**src/rtl/unified_mem_arbiter_if.sv**
```systemverilog
// Memory-side bus of the unified memory arbiter.
// The arbiter (master) drives the request, write enable, address and write data.
// The memory (slave) returns read data and a one-cycle mem_ack.
//   mem_req   : access in flight
//   mem_we    : 1 = store, 0 = load/fetch
//   mem_addr  : byte address of the access
//   mem_wdata : store data
//   mem_rdata : read data, valid while mem_ack=1
//   mem_ack   : one-cycle completion strobe
interface unified_mem_arbiter_if #(
  parameter int ADDR_W = 64,
  parameter int DATA_W = 64
);
  logic              mem_req;
  logic              mem_we;
  logic [ADDR_W-1:0] mem_addr;
  logic [DATA_W-1:0] mem_wdata;
  logic [DATA_W-1:0] mem_rdata;
  logic              mem_ack;

  modport master (output mem_req, mem_we, mem_addr, mem_wdata,
                  input  mem_rdata, mem_ack);
  modport slave  (input  mem_req, mem_we, mem_addr, mem_wdata,
                  output mem_rdata, mem_ack);
endinterface

```
**src/rtl/unified_mem_arbiter.sv**
```systemverilog
// Arbiter sharing one single-port, variable-latency memory between the
// instruction fetch (IF) and data (MEM) stages of the pipeline.
// Data wins over fetch, except when fetch has waited behind MAX_DATA_STREAK
// consecutive data grants. A watchdog aborts an access that sees no mem_ack
// within TIMEOUT busy cycles and raises a sticky error.
// Ports:
//   clk, reset          : clock, synchronous active-high reset
//   i_if_req/i_if_addr  : fetch request (held until o_if_valid), byte address
//   o_if_rdata/o_if_valid/o_if_stall : fetched word, done pulse, stall
//   i_d_rd/i_d_wr/i_d_addr/i_d_wdata : load/store request and operands
//   o_d_rdata/o_d_valid/o_d_stall    : load data, done pulse, stall
//   mem                 : memory bus (master side)
//   o_err               : sticky timeout flag
module unified_mem_arbiter #(
  parameter int ADDR_W          = 64,
  parameter int DATA_W          = 64,
  parameter int MAX_DATA_STREAK = 4,
  parameter int TIMEOUT         = 255
) (
  input  logic              clk,
  input  logic              reset,
  input  logic              i_if_req,
  input  logic [ADDR_W-1:0] i_if_addr,
  output logic [31:0]       o_if_rdata,
  output logic              o_if_valid,
  output logic              o_if_stall,
  input  logic              i_d_rd,
  input  logic              i_d_wr,
  input  logic [ADDR_W-1:0] i_d_addr,
  input  logic [DATA_W-1:0] i_d_wdata,
  output logic [DATA_W-1:0] o_d_rdata,
  output logic              o_d_valid,
  output logic              o_d_stall,
  unified_mem_arbiter_if.master mem,
  output logic              o_err
);
  localparam int TO_W = $clog2(TIMEOUT + 1);
  localparam int ST_W = $clog2(MAX_DATA_STREAK + 1);

  typedef enum logic [2:0] {S_IDLE, S_BUSY_IF, S_BUSY_D, S_DONE_IF, S_DONE_D} state_t;

  state_t            r_state, w_state_nxt;
  logic [ST_W-1:0]   r_streak;
  logic [TO_W-1:0]   r_to_cnt;
  logic              r_sel;
  logic              r_mem_req, r_mem_we;
  logic [ADDR_W-1:0] r_mem_addr;
  logic [DATA_W-1:0] r_mem_wdata;
  logic [31:0]       r_if_rdata;
  logic [DATA_W-1:0] r_d_rdata;
  logic              r_if_valid, r_d_valid, r_err;

  logic w_d_req, w_force_if, w_grant_d, w_to_hit;

  always_comb begin
    w_d_req    = i_d_rd | i_d_wr;
    w_force_if = i_if_req && (r_streak == ST_W'(MAX_DATA_STREAK));
    w_grant_d  = (r_state == S_IDLE) && w_d_req && !w_force_if;
    // Current busy cycle is the TIMEOUT-th one; abort unless ack arrives now.
    w_to_hit   = (r_to_cnt == TO_W'(TIMEOUT - 1));
  end

  always_ff @(posedge clk) begin
    if (reset) r_state <= S_IDLE;
    else       r_state <= w_state_nxt;
  end

  always_comb begin
    w_state_nxt = r_state;
    case (r_state)
      S_IDLE: begin
        if (w_grant_d)     w_state_nxt = S_BUSY_D;
        else if (i_if_req) w_state_nxt = S_BUSY_IF;
      end
      S_BUSY_IF: if (mem.mem_ack || w_to_hit) w_state_nxt = S_DONE_IF;
      S_BUSY_D:  if (mem.mem_ack || w_to_hit) w_state_nxt = S_DONE_D;
      default:   w_state_nxt = S_IDLE;  // DONE states never grant
    endcase
  end

  always_ff @(posedge clk) begin
    if (reset) begin
      r_streak    <= '0;
      r_to_cnt    <= '0;
      r_sel       <= 1'b0;
      r_mem_req   <= 1'b0;
      r_mem_we    <= 1'b0;
      r_mem_addr  <= '0;
      r_mem_wdata <= '0;
      r_if_rdata  <= '0;
      r_d_rdata   <= '0;
      r_if_valid  <= 1'b0;
      r_d_valid   <= 1'b0;
      r_err       <= 1'b0;
    end else begin
      r_mem_req  <= (w_state_nxt == S_BUSY_IF) || (w_state_nxt == S_BUSY_D);
      r_if_valid <= (w_state_nxt == S_DONE_IF);
      r_d_valid  <= (w_state_nxt == S_DONE_D);
      case (r_state)
        S_IDLE: begin
          r_to_cnt <= '0;
          if (w_grant_d) begin
            r_mem_addr  <= i_d_addr;
            r_mem_wdata <= i_d_wdata;
            r_mem_we    <= i_d_wr;  // rd+wr together behaves as a store
            if (!i_if_req)                              r_streak <= '0;
            else if (r_streak != ST_W'(MAX_DATA_STREAK)) r_streak <= r_streak + ST_W'(1);
          end else if (i_if_req) begin
            r_mem_addr <= i_if_addr;
            r_mem_we   <= 1'b0;
            r_sel      <= i_if_addr[2];
            r_streak   <= '0;
          end
        end
        S_BUSY_IF: begin
          r_to_cnt <= r_to_cnt + TO_W'(1);
          if (mem.mem_ack) begin
            r_if_rdata <= r_sel ? mem.mem_rdata[63:32] : mem.mem_rdata[31:0];
          end else if (w_to_hit) begin
            r_if_rdata <= '0;
            r_err      <= 1'b1;
          end
        end
        S_BUSY_D: begin
          r_to_cnt <= r_to_cnt + TO_W'(1);
          if (mem.mem_ack) begin
            if (!r_mem_we) r_d_rdata <= mem.mem_rdata;
          end else if (w_to_hit) begin
            r_d_rdata <= '0;
            r_err     <= 1'b1;
          end
        end
        default: ;
      endcase
    end
  end

  assign mem.mem_req   = r_mem_req;
  assign mem.mem_we    = r_mem_we;
  assign mem.mem_addr  = r_mem_addr;
  assign mem.mem_wdata = r_mem_wdata;
  assign o_if_rdata    = r_if_rdata;
  assign o_if_valid    = r_if_valid;
  assign o_d_rdata     = r_d_rdata;
  assign o_d_valid     = r_d_valid;
  assign o_err         = r_err;
  // Stalls are combinational so the pipeline freezes in the request cycle.
  assign o_if_stall    = i_if_req & ~r_if_valid;
  assign o_d_stall     = w_d_req & ~r_d_valid;
endmodule

```
**src/flat_wrapper.sv**
```systemverilog
// flat-port wrapper written by rule: the top's interface ports become plain ports
module unified_mem_arbiter_flat 
#(
  parameter int ADDR_W          = 64,
  parameter int DATA_W          = 64,
  parameter int MAX_DATA_STREAK = 4,
  parameter int TIMEOUT         = 255
)
  (clk, reset, i_if_req, i_if_addr, o_if_rdata, o_if_valid, o_if_stall, i_d_rd, i_d_wr, i_d_addr, i_d_wdata, o_d_rdata, o_d_valid, o_d_stall, o_err, mem_mem_req, mem_mem_we, mem_mem_addr, mem_mem_wdata, mem_mem_rdata, mem_mem_ack);
  unified_mem_arbiter_if #(.ADDR_W(ADDR_W), .DATA_W(DATA_W)) mem_i ();
  input  logic clk;
  input  logic reset;
  input  logic i_if_req;
  input  logic [ADDR_W-1:0] i_if_addr;
  output logic [31:0] o_if_rdata;
  output logic o_if_valid;
  output logic o_if_stall;
  input  logic i_d_rd;
  input  logic i_d_wr;
  input  logic [ADDR_W-1:0] i_d_addr;
  input  logic [DATA_W-1:0] i_d_wdata;
  output logic [DATA_W-1:0] o_d_rdata;
  output logic o_d_valid;
  output logic o_d_stall;
  output logic o_err;
  output wire logic [$bits(mem_i.mem_req)-1:0] mem_mem_req;
  output wire logic [$bits(mem_i.mem_we)-1:0] mem_mem_we;
  output wire logic [$bits(mem_i.mem_addr)-1:0] mem_mem_addr;
  output wire logic [$bits(mem_i.mem_wdata)-1:0] mem_mem_wdata;
  input wire logic [$bits(mem_i.mem_rdata)-1:0] mem_mem_rdata;
  input wire logic [$bits(mem_i.mem_ack)-1:0] mem_mem_ack;
  assign mem_mem_req = mem_i.mem_req;
  assign mem_mem_we = mem_i.mem_we;
  assign mem_mem_addr = mem_i.mem_addr;
  assign mem_mem_wdata = mem_i.mem_wdata;
  assign mem_i.mem_rdata = mem_mem_rdata;
  assign mem_i.mem_ack = mem_mem_ack;
  unified_mem_arbiter #(.ADDR_W(ADDR_W), .DATA_W(DATA_W), .MAX_DATA_STREAK(MAX_DATA_STREAK), .TIMEOUT(TIMEOUT)) u_core (.clk(clk), .reset(reset), .i_if_req(i_if_req), .i_if_addr(i_if_addr), .o_if_rdata(o_if_rdata), .o_if_valid(o_if_valid), .o_if_stall(o_if_stall), .i_d_rd(i_d_rd), .i_d_wr(i_d_wr), .i_d_addr(i_d_addr), .i_d_wdata(i_d_wdata), .o_d_rdata(o_d_rdata), .o_d_valid(o_d_valid), .o_d_stall(o_d_stall), .mem(mem_i), .o_err(o_err));
endmodule
```
**config.mk**
```make
export PLATFORM = sky130hd
export DESIGN_NAME = unified_mem_arbiter_flat
export DESIGN_NICKNAME = d
export VERILOG_FILES = /design/src/rtl/unified_mem_arbiter_if.sv /design/src/rtl/unified_mem_arbiter.sv /design/src/flat_wrapper.sv
export SDC_FILE = /design/constraint.sdc
export NUM_CORES = 1
export LEC_CHECK = 0
export ABC_AREA = 1
export CORE_AREA = 8 8 187 189
export DETAILED_ROUTE_END_ITERATION = 8
export DIE_AREA = 0 0 195 197
export PLACE_DENSITY = 0.68
export SYNTH_ARGS = -nofsm -noshare
export SYNTH_HDL_FRONTEND = slang
export SYNTH_SLANG_ARGS = --single-unit
```
**constraint.sdc**
```tcl
create_clock -name clk -period 1.7 [get_ports clk]
set_input_delay 0.17 -clock clk [delete_from_list [all_inputs] [get_ports clk]]
set_output_delay 0.17 -clock clk [all_outputs]
set_load 0.1 [all_outputs]
```
==> flow_summary_export.csv, run 1 <==
group,metric,value,unit
cts,hold_buffers,0,
logic_synthesis,yosysWarnings,0,
finish,nets,2478,
finish,fillers,3063,
logic_synthesis,synth.distinct_cells,23,
routing,dr.pass1.iters,5,
floorplanning,num_io_pins,493,
timing,fin_worst_skew,11.96,ps
routing,vias,12610,
timing,grt_setup_unrepaired,"true",
logic_synthesis,yosysTopAreaCellShare,42.83,%
cts,cts_tree,"yes",
cts,h-tree-depth,1,
critical_path,cp_slowest_cell,"dfxtp_2",
critical_path,reg2reg_from,"u_core.r_streak[0]$_SDFFE_PP0P_",
critical_path,cp_max_fo,15,
finish,layout-drive-gt1-share,17.12,%
floorplanning,initial_core_util,35.59,%
cts,cts_buffer_depth,3,
pwr,power_density,1404,nW/µm²
worst_hold_path,hold_start,"mem_mem_ack",
critical_path,cp_top_family,"buffers and inverters",
cts,cts.clk_slew.worst_paths,60,ps
worst_hold_path,min_to,"u_core.r_state[1]$_SDFF_PP0_",
critical_path,worstPathRequired,2130,ps
timing,maxSlewHeadroom,60.66,%
routing,drtIter0Drc,760,
cts,cts_sinks,244,
timing,max_freq,0.6161,GHz
logic_synthesis,synth_seq_area_share,42.83,%
cts,cts_buffers,29,
global_routing,grt_max_degree,94,
timing,hold_viol_final,0,
critical_path,crit_chain,"inv_1, ha_1, nand3_2, nand3_4, buf_4, clkbuf_16, o21ai_0, nor2_1",
finish,fin_util,55.91,%
timing,worst_pin_slew,590.2,ps
logic_synthesis,synthTopCellsByArea,"dfxtp_1, nand2_1, inv_1, nor2_1, nand3_1",
timing,period_minus_slack,1623,ps
routing,antenna_left,0,
logic_synthesis,syn_inst,1732,
floorplanning,die_y,197,µm
global_routing,grt_pass1_vias,11940,
critical_path,critPathArrivalTime,2050,ps
floorplanning,dieWidth,195,µm
floorplanning,core,32040,µm²
logic_synthesis,synth_area,11400,µm²
logic_synthesis,synth_area_per_cell,6.585,µm²
finish,most-common-layout-cells,"nand2_1, clkdlybuf4s50_1, buf_4",
global_routing,grt_pass1_wl,69.38,mm
timing,drv_slew,0,
placed_design,dpl.hpwl,34.71,mm
critical_path,path_class,"register to register",
floorplanning,die_area,38420,µm²
worst_hold_path,min_path_type,"primary input to register",
critical_path,start_kind,"register",
timing,setup_viol,0,
pwr,p_leak,0.008884,µW
global_routing,grt-ovfl-total,0,
outcome,outcome,"finished clean",
critical_path,startpoint,"u_core.r_streak[0]$_SDFFE_PP0P_",
critical_path,r2r_slack,80,ps
worst_hold_path,hold_depth,4,
finish,final_common_cell,"nand2_1",
global_routing,antenna_found_initial,5,
placed_design,port_buffers,492,
global_routing,grtUsageTotal,22.48,%
placed_design,gp_congestion,0.8881,
timing,finalCritPeriodShare,95.47,%
routing,viasPerCell,4.768,
timing,whs,48.99,ps
logic_synthesis,synth_seq_cells,244,
routing,drt-total-wl,46.59,mm
run,max_cap_viol_count,0,
routing,remaining_drc_errors,0,
critical_path,r2r_end,"u_core.mem.mem_wdata[15]$_SDFFE_PP0P_",
cts,clk_latency,540,ps
critical_path,rr_worst_depth,8,
floorplanning,rows,66,
critical_path,crit_buf_inv,3,
logic_synthesis,syn_nets,1998,
logic_synthesis,yosys.area.top_type,"dfxtp_1",
cts,ctsRootBufferMaster,"clkbuf_16",
pwr,max-vdd-ir-drop,0.8233,mV
finish,area_growth,57.08,%
critical_path,crit_path_max_incr_delay,340,ps
critical_path,crit_path_end_kind,"register",
routing,wl_per_cell,17.62,µm
[what timing repair did]
action                                  in CTS  in global routing
endpoints found under the setup margin       2                 83
endpoints found under the hold margin        0                  0
cloned                                       0                  5
gates resized for setup                      1                 22
pin swaps                                    0                  5
setup buffers                                0                  5
[per-stage QoR]
step | TNS (ps) | total power [µW] | std cells | area (µm²) | setup WS, ps
final | 0 | 25150 | 2644 | 17910 | 76.97
after global routing | -197.4 | 26290 | 2644 | 17910 | -26.62
after CTS | 0 | 25140 | 2629 | 17680 | 59.19
after detailed placement | -2485 | 19090 | 2579 | 16770 | -76.40
after global placement | -1337 | 18990 | 2579 | 16770 | -69.67
after floorplan | -104.7 | 15640 | 1732 | 11420 | -104.7
[layer usage]
layer	up-vias	track usage, %	share of wire [%]
li1	6330	-	-
met1	5721	28.04	42
met2	459	37.24	47
met3	97	5.100	7.3
met4	0	9.096	3.8
met5	-	0	0
[flip-flops by register name, summed over array words and instances, names as in the netlist]
register and flops:
u_core.mem.mem_addr 64, u_core.mem.mem_req 1, u_core.mem.mem_wdata 64, u_core.mem.mem_we 1, u_core.o_d_rdata 64, u_core.o_d_valid 1, u_core.o_err 1, u_core.o_if_rdata 32
u_core.o_if_valid 1, u_core.r_sel 1, u_core.r_state 3, u_core.r_streak 3, u_core.r_to_cnt 8
[logic make-up after synthesis]
kind of cell / share of synthesized area (%)
and+or+nand+nor: 34.42
adders and majority gates: 0.4389
DFF: 42.83
AOI/OAI and AO/OA: 10.02
xor gates and xnor gates: 0.07681
buffers and inverters: 12.22
[synth_stat cells, drive strengths merged]
| library cell | instances |
|---|---|
| nor3 | 1 |
| buf | 74 |
| nand2 | 516 |
| xnor2 | 1 |
| or2 | 2 |
| nor2 | 203 |
| ha | 4 |
| inv | 221 |
| clkbuf | 49 |
| nand3 | 140 |
| dfxtp | 244 |
| o21ai | 69 |
| nand3b | 65 |
| a21oi | 110 |
| o211ai | 32 |
| a31oi | 1 |
[worst max-delay path by stage]
stage	endpoint	slack (ps)	depth (start not counted)
5_1_grt	u_core.o_if_rdata[2]$_SDFFE_PP0P_	-30	11
6_report	u_core.mem.mem_wdata[15]$_SDFFE_PP0P_	80	8
2_1_floorplan	o_d_stall	-100	1
3_3_place_gp	u_core.mem.mem_addr[32]$_SDFFE_PP0P_	-70	10
4_1_cts	u_core.mem.mem_addr[56]$_SDFFE_PP0P_	60	10
3_5_place_dp	u_core.mem.mem_addr[56]$_SDFFE_PP0P_	-80	10
[cell type report]
class                      instances  area (µm²)  area share [%]
clock inverter                     6       57.56          0.3213
multi-input combinational       1145        5210           29.08
timing repair buffer             571        5549           30.97
sequential                       244        4891           27.30
clock buffer                      44       842.1           4.700
inverter                         221       842.1           4.700
tap                              408       510.5           2.850
antenna                            5       12.51         0.06984
[worst register-to-register path: cells and delay by family, from the launching register on]
family,cells,cell delay [ps]
AO/OA/AOI/OAI,1,220
buffers and inverters,3,440
adder cells (fa/ha/maj),1,200
AND/OR/NAND/NOR,3,330
flip-flops,1,340
[power by group]
group          internal (µW)  leakage, µW  total [µW]  switching, µW
Clock                   3530     0.000441        5990           2460
Sequential              6540      0.00201        6990            454
Combinational           3280      0.00643       12200           8890
Power figures use the tool's default switching activity.
==> run 2: changes to the inputs <==
==> constraint.sdc (replaced) <==
create_clock -name clk -period 1.7 [get_ports clk]
set_input_delay 0.34 -clock clk [delete_from_list [all_inputs] [get_ports clk]]
set_output_delay 0.34 -clock clk [all_outputs]
set_load 0.1 [all_outputs]
==> run 2 against run 1 <==
Against the previous run:
- register-to-register slack improved by 30 ps
- combinational power increased by 14%
- via count decreased by 0.63%
- worst hold slack improved by 190 ps
- flip-flop and latch count unchanged
- fmax decreased by 2.1%
- clock power increased by 6.0%
- critical path depth decreased by 3
- non-clock buffer count decreased by 27
- global-route usage increased by 0.59 points
- critical path type is now primary input to primary output
- critical endpoint is now o_d_stall
==> flow_summary_export.csv, run 2 (synthesis gave the netlist of run 1 again) <==
group,metric,value,unit
outcome,outcome,"finished clean",
critical_path,crit_path_end_kind,"primary output",
floorplanning,core,32040,µm²
timing,max_freq,0.6032,GHz
critical_path,critPathArrivalTime,1320,ps
floorplanning,die_y,197,µm
cts,ctsRootBufferMaster,"clkbuf_16",
finish,layout-drive-gt1-share,16.31,%
placed_design,port_buffers,492,
floorplanning,die_area,38420,µm²
routing,route.met2.wl,22.86,mm
global_routing,grt-ovfl-total,0,
critical_path,start_kind,"primary input",
routing,drtIter0Drc,811,
finish,fillers,2648,
timing,whs,243.7,ps
routing,wl_met1,18.77,mm
global_routing,grt_max_degree,101,
cts,cts_sinks,244,
global_routing,grt_pass1_wl,71.06,mm
routing,drt-total-wl,47.12,mm
cts,cts_buffers,29,
floorplanning,initial_core_util,35.59,%
routing,wl_met3,3.921,mm
finish,final_common_cell,"nand2_1",
cts,cts_buffer_depth,3,
cts,cts_tree,"yes",
critical_path,cp_max_fo,2,
routing,top_layer,"met4",
timing,hold_viol_final,0,
critical_path,worstPathRequired,1360,ps
worst_hold_path,hold_depth,5,
routing,antenna_left,0,
routing,remaining_drc_errors,0,
pwr,p_total,27610,µW
cts,clk_latency,550,ps
floorplanning,num_io_pins,493,
finish,register_area,4888,µm²
timing,setup_viol,0,
finish,nets,2450,
routing,vias,12530,
routing,dr.pass1.iters,5,
routing,wl_per_cell,17.98,µm
cts,cts.clk_slew.worst_paths,60,ps
global_routing,antenna_found_initial,11,
worst_hold_path,min_path_type,"primary input to register",
finish,multi_input_area,5206,µm²
cts,h-tree-depth,1,
pwr,power_density,1351,nW/µm²
timing,period_minus_slack,1658,ps
placed_design,placedInstanceArea,19350,µm²
run,max_cap_viol_count,0,
critical_path,path_class,"primary input to primary output",
placed_design,dpl.hpwl,34.90,mm
floorplanning,dieWidth,195,µm
global_routing,grt_pass1_vias,12250,
finish,area_growth,79.23,%
finish,most-common-layout-cells,"nand2_1, clkdlybuf4s50_1, buf_12",
timing,worst_pin_slew,449.4,ps
timing,fin_worst_skew,20.67,ps
critical_path,rr_worst_depth,10,
global_routing,grtUsageTotal,23.07,%
placed_design,gp_congestion,0.8630,
timing,maxSlewHeadroom,70.04,%
finish,design_area,20440,µm²
routing,viasPerCell,4.782,
floorplanning,rows,66,
timing,drv_slew,0,
pwr,p_leak,0.009485,µW
pwr,max-vdd-ir-drop,0.9441,mV
timing,finalCritPeriodShare,97.51,%
## run 2: stage by stage
step,utilization [%],TNS (ps),setup slack [ps],cells
after floorplan,-,0,2.567,1732
after global placement,60.38,-22050,-299.1,2559
after detailed placement,60.38,-24520,-360.4,2559
after CTS,63.37,0,18.35,2607
after global routing,63.80,-102.1,-17.16,2620
final,63.80,0,42.30,2620
## run 2: where the power goes
part | leakage [µW] | switching, µW | internal [µW]
sequential | 0.00201 | 822 | 6540
clock | 0.000470 | 2480 | 3860
combinational | 0.00701 | 8890 | 5010
## run 2: worst max-delay path, cell delays in order
cell	delay [ps]
clkdlybuf4s50_1	450
inv_1	50
buf_4	130
a21oi_4	150
buf_12	180
## run 2: layer usage
layer | vias up | track usage (%)
met5 | - | 0
met4 | 0 | 10.33
met3 | 90 | 6.993
met2 | 433 | 38.59
met1 | 5736 | 27.04
li1 | 6269 | -
## run 2: worst paths after layout
path,start,slack (ps),endpoint
setup / recovery,i_d_rd,40,o_d_stall
hold / removal,mem_mem_ack,240,u_core.o_d_rdata[57]$_SDFFE_PP0P_
hold reg to reg,u_core.r_streak[1]$_SDFFE_PP0P_,490,u_core.r_streak[1]$_SDFFE_PP0P_
setup reg to reg,u_core.r_to_cnt[0]$_SDFFE_PP0P_,110,u_core.o_d_rdata[61]$_SDFFE_PP0P_
## run 2: timing repair
item                                    4_1_cts  5_1_grt
resized for setup                             2       20
pin swaps                                     0        2
buffers inserted                              0        0
hold buffers                                  0        0
endpoints found under the setup margin        2      115
gates cloned                                  0        2
## run 2: area by class of cell
class | count | area share, %
timing repair buffer | 544 | 39.19
clock buffer | 36 | 3.875
sequential | 244 | 23.91
antenna | 11 | 0.1347
multi-input combinational | 1144 | 25.47
clock inverter | 12 | 0.8080
tap | 408 | 2.497
inverter | 221 | 4.107
==> run 3: changes to the inputs <==
--- a/config.mk
+++ b/config.mk
@@ -7,6 +7,7 @@
 export LEC_CHECK = 0
 export ABC_AREA = 1
 export CORE_AREA = 8 8 187 189
+export CTS_BUF_LIST = sky130_fd_sc_hd__clkbuf_16
 export DETAILED_ROUTE_END_ITERATION = 8
 export DIE_AREA = 0 0 195 197
 export PLACE_DENSITY = 0.68
==> run 3 against run 2 <==
Against the previous run:
- critical path depth is the same
- global-route usage is essentially flat
- worst hold slack lost 3.1 ps
- clock skew grew 3.7 ps
- die area is the same
- via count grew 0.58%
- total power shrank 0.74%
- register-to-register slack is essentially flat
- sequential power is essentially flat
- fmax shrank 0.47%
- sequential share of layout area is essentially flat
- critical endpoint unchanged
- largest power group unchanged
==> flow_summary_export.csv, run 3 (synthesis gave the netlist of run 1 again) <==
group,metric,value,unit
finish,area_growth,78.90,%
finish,most-common-layout-cells,"nand2_1, clkdlybuf4s50_1, buf_12",
critical_path,crit_path_end_kind,"primary output",
placed_design,dpl.hpwl,34.90,mm
cts,cts_buffers,29,
floorplanning,dieWidth,195,µm
cts,hold_buffers,0,
timing,worst_pin_slew,435.9,ps
timing,period_minus_slack,1666,ps
global_routing,grt_max_degree,101,
global_routing,grt-ovfl-total,0,
timing,max_freq,0.6004,GHz
run,max_cap_viol_count,0,
finish,fillers,2655,
finish,final_common_cell,"nand2_1",
finish,nets,2450,
critical_path,worstPathRequired,1360,ps
floorplanning,num_io_pins,493,
critical_path,critPathArrivalTime,1330,ps
placed_design,dp.cells,2559,
routing,remaining_drc_errors,0,
pwr,p_leak,0.009475,µW
pwr,max-vdd-ir-drop,0.9441,mV
cts,h-tree-depth,1,
global_routing,gr-usage-met2,38.51,%
timing,setup_viol,0,
critical_path,cp_max_fo,2,
timing,maxSlewHeadroom,70.94,%
placed_design,gp_congestion,0.8630,
floorplanning,core,32040,µm²
global_routing,antenna_found_initial,11,
placed_design,port_buffers,492,
floorplanning,initial_core_util,35.59,%
routing,antenna_left,0,
global_routing,grt_pass1_wl,71.06,mm
cts,cts_setup_buffers,0,
global_routing,grt.busiest_layer,"met2",
routing,wl_per_cell,17.97,µm
pwr,power_density,1343,nW/µm²
cts,cts_buffer_depth,3,
critical_path,path_class,"primary input to primary output",
critical_path,start_kind,"primary input",
global_routing,grt_use_met1,27.05,%
cts,cts.clk_slew.worst_paths,60,ps
timing,drv_slew,0,
finish,fin_cells,2620,
cts,cts_tree,"yes",
global_routing,grtUsageTotal,23.06,%
floorplanning,die_area,38420,µm²
routing,viasPerCell,4.810,
timing,hold_viol_final,0,
timing,finalCritPeriodShare,97.97,%
cts,clk_latency,560,ps
floorplanning,die_y,197,µm
cts,ctsRootBufferMaster,"clkbuf_16",
outcome,outcome,"finished clean",
floorplanning,rows,66,
global_routing,grt_pass1_vias,12270,
finish,fin_util,63.68,%
routing,dr.pass1.iters,7,
finish,layout-drive-gt1-share,16.17,%
cts,cts_sinks,244,
global_routing,grt_use_met3,6.925,%
worst_hold_path,min_path_type,"primary input to register",
routing,vias,12600,
routing,drt-total-wl,47.09,mm
routing,drtIter0Drc,807,
timing,fin_worst_skew,24.32,ps
## run 3: path summary, 6_finish.rpt
check                                       start                                 to  slack [ps]  cells after the start
setup reg to reg  u_core.r_to_cnt[0]$_SDFFE_PP0P_  u_core.o_d_rdata[61]$_SDFFE_PP0P_         110                     10
hold / removal                        mem_mem_ack  u_core.o_d_rdata[57]$_SDFFE_PP0P_         240                      5
hold reg to reg   u_core.r_streak[1]$_SDFFE_PP0P_    u_core.r_streak[1]$_SDFFE_PP0P_         490                      2
setup / recovery                           i_d_rd                          o_d_stall          30                      5
## run 3: layer usage
layer / wire length [µm] / part of all wire, %
met1: 18560 / 39
met2: 22710 / 48
met3: 4105 / 8.7
met4: 1711 / 3.6
met5: 0 / 0
## run 3: power by group
group | total [µW] | switching [µW] | leakage, µW | internal, µW
Clock | 6150 | 2480 | 0.000460 | 3660
Combinational | 13900 | 8890 | 0.00701 | 5010
Sequential | 7370 | 822 | 0.00201 | 6540
Total | 27400 | 12200 | 0.00948 | 15200
## run 3: final cells by class
class	instances	area [µm²]	area share, %
inverter	221	839.6	4.115
antenna	11	27.53	0.1349
multi-input combinational	1144	5209	25.53
timing repair buffer	544	8011	39.27
clock buffer	29	725.7	3.557
clock inverter	19	191.4	0.9383
tap	408	510.5	2.502
sequential	244	4888	23.96
## run 3: repair_timing
action	4_1_cts	5_1_grt
resized for setup	2	20
pin swaps	0	2
cloned	0	2
endpoints found under the setup margin	2	116
## run 3: critical path: stages
cell             delay, ps
clkdlybuf4s50_1        460
inv_1                   50
buf_4                  130
a21oi_4                150
buf_12                 180
## run 3: through the flow
stage / hold WS [ps] / worst slack, ps / power (µW) / setup TNS [ps] / instance area (µm²)
after floorplan: 447.6 / 2.567 / 15640 / 0 / 11420
after global placement: 459.6 / -299.1 / 21180 / -22050 / 19350
after detailed placement: 482.2 / -360.4 / 21340 / -24520 / 19350
after CTS: 218.9 / 19.07 / 27570 / 0 / 20260
after global routing: 248.5 / -18.31 / 28530 / -102.0 / 20400
final: 240.7 / 34.46 / 27410 / 0 / 20400
